File: config.mk
export PLATFORM = sky130hd
export DESIGN_NAME = kw11l_clock
export DESIGN_NICKNAME = d
export VERILOG_FILES = /design/src/rtl/kw11l_clock.sv
export SDC_FILE = /design/constraint.sdc
export NUM_CORES = 1
export LEC_CHECK = 0
export BUFFER_PORTS_ARGS = -buffer_cell sky130_fd_sc_hd__buf_2
export CAP_MARGIN = 20
export CORE_UTILIZATION = 50
export DETAILED_ROUTE_END_ITERATION = 12
export PLACE_DENSITY = 0.8
export SLEW_MARGIN = 40
export SYNTH_ARGS = -nofsm -noshare
export SYNTH_HDL_FRONTEND = slang
export SYNTH_SLANG_ARGS = --single-unit
File: constraint.sdc
create_clock -name clk_p -period 1.9 [get_ports clk_p]
set_input_delay 0 -clock clk_p [delete_from_list [all_inputs] [get_ports clk_p]]
set_output_delay 0 -clock clk_p [all_outputs]
set_load 0.01 [all_outputs]
File: src/rtl/kw11l_clock.sv
// KW11-L style line clock: programmable tick divider, CSR on a Wishbone slave port,
// vectored interrupt handshake and a debounced front-panel enable button.
module kw11l_clock #(
  parameter int unsigned CLK_HZ  = 100000000,
  parameter int unsigned TICK_HZ = 50,
  parameter int unsigned DEB_LEN = 2,
  parameter bit          INIT_EN = 1'b1,
  parameter logic [15:0] VECTOR  = 16'o000100,
  parameter bit          LEGACY  = 1'b0
) (
  input  logic        clk_p,
  input  logic        rst_n,
  input  logic [15:0] wb_dat_i,
  output logic [15:0] wb_dat_o,
  input  logic        wb_cyc_i,
  input  logic        wb_stb_i,
  input  logic        wb_we_i,
  input  logic [1:0]  wb_sel_i,
  output logic        wb_ack_o,
  output logic        irq_o,
  input  logic        istb_i,
  output logic        iack_o,
  output logic [15:0] ivec_o,
  input  logic        timer_button,
  output logic        timer_status,
  output logic        tick_o
);

  localparam int unsigned Div  = CLK_HZ / TICK_HZ;
  localparam int unsigned CntW = (Div > 1) ? $clog2(Div) : 1;
  localparam logic [CntW-1:0] CntMax = CntW'(Div - 1);

  logic [CntW-1:0]    cnt_q, cnt_d;
  logic [1:0]         sync_q, sync_d;
  logic [DEB_LEN-1:0] deb_q, deb_d;
  logic               armed_q, armed_d;
  logic               status_q, status_d;
  logic               done_q, done_d;
  logic               ie_q, ie_d;
  logic               irq_q, irq_d;
  logic               ack_q, ack_d;
  logic [15:0]        dat_q, dat_d;
  logic               iack_q, iack_d;
  logic [15:0]        ivec_q, ivec_d;

  logic tick;
  logic req;
  logic wr_en;
  logic unused_ok;

  assign tick  = (cnt_q == CntMax);
  assign req   = wb_cyc_i & wb_stb_i & ~ack_q;
  // Writes commit at the end of the ack cycle, so a reset during ack drops them.
  assign wr_en = ack_q & wb_cyc_i & wb_stb_i & wb_we_i & wb_sel_i[0];

  assign unused_ok = ^{wb_dat_i[15:8], wb_dat_i[5:0], wb_sel_i[1]};

  always_comb begin
    cnt_d = tick ? '0 : cnt_q + CntW'(1);
  end

  always_comb begin
    sync_d   = {sync_q[0], timer_button};
    deb_d    = deb_q;
    armed_d  = armed_q;
    status_d = status_q;
    if (tick) begin
      deb_d = DEB_LEN'({deb_q, sync_q[1]});
      if ((&deb_d) && armed_q) begin
        status_d = ~status_q;
        armed_d  = 1'b0;
      end else if (~|deb_d) begin
        armed_d = 1'b1;
      end
    end
  end

  always_comb begin
    ack_d  = req;
    dat_d  = req ? {8'b0, done_q, ie_q, 6'b0} : '0;
    done_d = done_q;
    ie_d   = ie_q;
    if (wr_en) begin
      ie_d = wb_dat_i[6];
      if (!wb_dat_i[7]) done_d = 1'b0;
    end
    if (tick && status_q) done_d = 1'b1;

    iack_d = ~LEGACY & istb_i & irq_q & ~iack_q;
    ivec_d = iack_d ? VECTOR : '0;

    // Priority: ack clear < tick/IE-enable set < explicit IE=0 write.
    irq_d = irq_q;
    if (iack_d) irq_d = 1'b0;
    if (tick && status_q && ie_q) irq_d = 1'b1;
    if (wr_en && !ie_q && wb_dat_i[6] && done_d) irq_d = 1'b1;
    if (wr_en && !wb_dat_i[6]) irq_d = 1'b0;
    if (LEGACY) irq_d = 1'b0;
  end

  always_ff @(posedge clk_p or negedge rst_n) begin
    if (!rst_n) begin
      cnt_q    <= '0;
      sync_q   <= '0;
      deb_q    <= '0;
      armed_q  <= 1'b1;
      status_q <= INIT_EN;
      done_q   <= 1'b0;
      ie_q     <= 1'b0;
      irq_q    <= 1'b0;
      ack_q    <= 1'b0;
      dat_q    <= '0;
      iack_q   <= 1'b0;
      ivec_q   <= '0;
    end else begin
      cnt_q    <= cnt_d;
      sync_q   <= sync_d;
      deb_q    <= deb_d;
      armed_q  <= armed_d;
      status_q <= status_d;
      done_q   <= done_d;
      ie_q     <= ie_d;
      irq_q    <= irq_d;
      ack_q    <= ack_d;
      dat_q    <= dat_d;
      iack_q   <= iack_d;
      ivec_q   <= ivec_d;
    end
  end

  assign tick_o       = tick;
  assign timer_status = status_q;
  assign wb_ack_o     = ack_q;
  assign wb_dat_o     = dat_q;
  assign iack_o       = iack_q;
  assign ivec_o       = ivec_q;
  assign irq_o        = LEGACY ? (tick & status_q) : irq_q;

endmodule

==> flow_summary.rst <==
.. list-table::
   :header-rows: 1

   * - Metric
     - Value
   * - Run status
     - completed
   * - Total count of hold-check failures in the final report
     - 0
   * - Initial antenna violation count
     - 0
   * - Remaining Overflow, GRT
     - 0
   * - Number of I/O pins
     - 62
   * - Leakage component of the power
     - between 0.9 and 1 nW
   * - Data arrival at the endpoint of the critical path
     - between 1.5 and 2 ns
   * - Number of warning messages in the yosys log
     - 0
   * - Cell area after technology mapping
     - about 1800 sq um
   * - Final RePlAce weighted congestion
     - approximately 0.73
   * - Final period util
     - between 90% and 100%
   * - Prevailing post-synth register cell
     - sky130_fd_sc_hd__dfrtp_1
   * - CTS tree
     - yes
   * - Core Rows
     - 21
   * - Pin slew with the least headroom to its limit
     - 0.714 ns
   * - Maximum number of pins on one net before global-route repair
     - 34
   * - Clock transition at the registers of the reported paths
     - 0.10 ns
   * - Worst-Skew Late Latency
     - roughly 0.33 ns
   * - Number of cells traversed by the worst hold path
     - 5
   * - Area share of the largest cell type after synthesis
     - around 43%
   * - Classification of the worst-slack hold path
     - in -> reg
   * - Diodes inserted
     - 0
   * - Total via count after detailed routing
     - around 1200
   * - Areal power density over the cells
     - between 600 and 700 nW/um^2
   * - Residual DRC
     - 0
   * - GRT met3 Usage
     - under 10%
   * - Fraction of final layout cells sized beyond drive strength 1
     - roughly a quarter
   * - Comb power frac
     - about 6.7%
   * - Post-synth ARST share
     - between 90% and 100%
   * - GR Layer Usage met2
     - between 30 and 40%
   * - Post-DP HPWL
     - between 2000 and 2500 microns
   * - Top cell types by occurrence after synthesis
     - sky130_fd_sc_hd__dfrtp_1, sky130_fd_sc_hd__buf_4, sky130_fd_sc_hd__nor2_1
   * - Number of enable flip-flop cells after synthesis
     - 0
   * - Library cell used as clock root buffer
     - sky130_fd_sc_hd__clkbuf_4
   * - R2R cell count
     - 5
   * - Sinks on Clock Net
     - 33
   * - Busiest layer in global routing
     - met2
   * - Number of port buffers
     - 17
   * - Largest voltage drop on the vdd net
     - 252 uV
   * - Die span in x
     - a little over 60 microns
   * - TritonCTS buffer count
     - 5
   * - Core area
     - around 3400 sq um
   * - Synthesis-to-layout area growth
     - 13.1%
   * - Layout Utilization
     - 59.7%
   * - Footprint of the multi-input gates
     - ~840 sq um
   * - Router iterations before antenna repair
     - 5
   * - Number of fillers in the final layout
     - 283
   * - Largest cells by area after synthesis
     - sky130_fd_sc_hd__dfrtp_1, sky130_fd_sc_hd__buf_4, sky130_fd_sc_hd__xor2_1
   * - Die height
     - slightly above 60 microns
   * - Post-synth top area cell
     - sky130_fd_sc_hd__dfrtp_1
   * - Clock power share
     - 35.6%
   * - Power spent charging and discharging nets
     - 0.294 mW
   * - Flop and latch count out of synthesis
     - 33
   * - Average cell area after synthesis
     - between 10 and 15 sq um
   * - Final net count
     - roughly 230
   * - Via count of the first global-routing pass
     - about 1200
   * - Number of distinct library cells after synthesis
     - 44
   * - Max transition margin
     - 52.4%
   * - Wire length of the first global-routing pass
     - between 5000 and 6000 microns
   * - Peak fanout along the critical path
     - 4
   * - Final clock skew
     - 0.00244 ns
   * - Vias per std cell
     - just under 5
   * - Sequential Area
     - between 800 and 900 sq um
   * - H-tree levels
     - 2
   * - Setup violation total in the final timing report
     - 0
   * - GRT Total Usage
     - between 10% and 20%
   * - Cell count after synthesis
     - 170
   * - Launching element type of the critical path
     - register
   * - Met1 demand-to-capacity share in global routing
     - roughly a fifth
   * - Maximum achievable frequency
     - ~0.54 GHz
   * - Detailed Route WL
     - 3070 microns
   * - Number of maximum-capacitance violations
     - 0
   * - Maximum clock insertion buffer count
     - 2
   * - Initial detailed-routing violation count
     - 38
   * - Per-cell routed wire length
     - approximately 12 microns
   * - Cell-internal power
     - roughly 0.96 mW
   * - Proportion of synthesized chip area in sequential cells
     - 46.3%
   * - Switching power share of the total
     - around a quarter
   * - Setup CP Type
     - reg -> out
   * - Worst path required time
     - roughly 1.9 ns
   * - Unrepaired setup endpoints after global routing
     - yes
   * - Final critical path time including I/O delays and setup
     - about 1.9 ns
   * - Effective utilization at floorplan
     - 52.8%
   * - Area of the die
     - 3820 sq um
   * - Most frequent cell after synthesis
     - sky130_fd_sc_hd__dfrtp_1
   * - Final Slew Violations
     - 0
   * - Relative contribution of sequential cells to total power
     - slightly below 60%
   * - DRT antenna net count
     - 0
   * - Kind of capture point of the worst setup path
     - primary output
   * - Sum of negative setup slack
     - 0 ns
==> state kept, by name, indices dropped and copies added (netlist names) <==
signal        flops
cnt_q            21
irq_o             1
wb_ack_o          1
armed_q           1
wb_dat_o          2
done_q            1
ie_q              1
timer_status      1
sync_q            2
ivec_o            1
deb_q             1
==> cell families after synthesis <==
| logic type | after synthesis | synth area share (%) |
|---|---|---|
| xor gates and xnor gates | 16 | 7.83 |
| DFF | 33 | 46.3 |
| muxes | 4 | 2.38 |
| and+or+nand+nor | 69 | 24.3 |
| adders and majority gates | 1 | 0.699 |
| buffers and inverters | 35 | 14.1 |
| other | 1 | 0.210 |
| AOI/OAI and AO/OA | 11 | 4.27 |
==> placed cells by master (no fill, tap or decap), types with 5 or more instances in the layout <==
cell and instances:
sky130_fd_sc_hd__dfrtp_1 30, sky130_fd_sc_hd__conb_1 29, sky130_fd_sc_hd__dlygate4sd3_1 7, sky130_fd_sc_hd__buf_2 16, sky130_fd_sc_hd__nand3_1 8, sky130_fd_sc_hd__nor2_1 13
sky130_fd_sc_hd__buf_4 7, sky130_fd_sc_hd__nand2_1 8, sky130_fd_sc_hd__xor2_1 10, sky130_fd_sc_hd__clkbuf_4 5, sky130_fd_sc_hd__xnor2_1 6, sky130_fd_sc_hd__nand4_1 6
==> power by group through the flow <==
stage	sequential (mW)	combinational (mW)	clock, mW
final	0.724	0.0845	0.446
after global routing	0.726	0.100	0.490
after CTS	0.724	0.0850	0.456
after detailed placement	0.737	0.0742	0
after global placement	0.737	0.0722	0
after floorplan	0.737	0.0871	0
==> layout make-up <==
class                   instances  share of cell area [%]
multi-input cells             130                    41.4
flip-flops and latches         33                    41.0
repair buffers                 31                    10.6
clock buffers                   7                    3.22
well taps                      46                    2.84
inverters                       4                   0.742
clock inverters                 1                   0.247
==> worst paths after layout <==
check,start,endpoint,slack [ns]
setup / recovery,cnt_q[12],tick_o,0.05
hold / removal,wb_we_i,done_q,0.15
setup reg to reg,cnt_q[12],irq_o,0.13
hold reg to reg,sync_q[0],sync_q[1],0.36
max in group asynchronous,rst_n,cnt_q[12],1.16
min in group asynchronous,rst_n,wb_dat_o[6],0.24
==> what timing repair did <==
item / in CTS / in global routing
hold endpoints to repair: 37 / 0
pin swaps: 0 / 4
hold buffers: 7 / 0
setup endpoints to repair: 1 / 1
resized for setup: 3 / 4
setup buffers: 0 / 3
==> routing by layer <==
| layer | routed length (microns) | up-vias |
|---|---|---|
| met5 | 0 | - |
| met4 | 31 | 0 |
| met3 | 102 | 6 |
| met2 | 1570 | 27 |
| met1 | 1360 | 592 |
| li1 | - | 611 |
==> worst max-delay path: stages, from the launching register on <==
cell                      delay [ns]
sky130_fd_sc_hd__dfrtp_2        0.43
sky130_fd_sc_hd__or4b_4         0.54
sky130_fd_sc_hd__nor3_4         0.21
sky130_fd_sc_hd__and3_4         0.24
sky130_fd_sc_hd__buf_6          0.10
==> through the flow <==
stage	instances	total power, mW	hold slack (ns)	setup WS (ns)	cell area [sq um]
CTS	249	1.26	0.137	0.00721	1990
global route	252	1.32	0.152	-0.0280	2020
global placement	234	0.809	0.0910	0.190	1830
floorplan	198	0.824	-0.296	0.259	1890
finish	252	1.25	0.147	0.0481	2020
detailed placement	234	0.812	0.102	0.168	1830
Note: power is estimated with default switching activity, not from simulation.
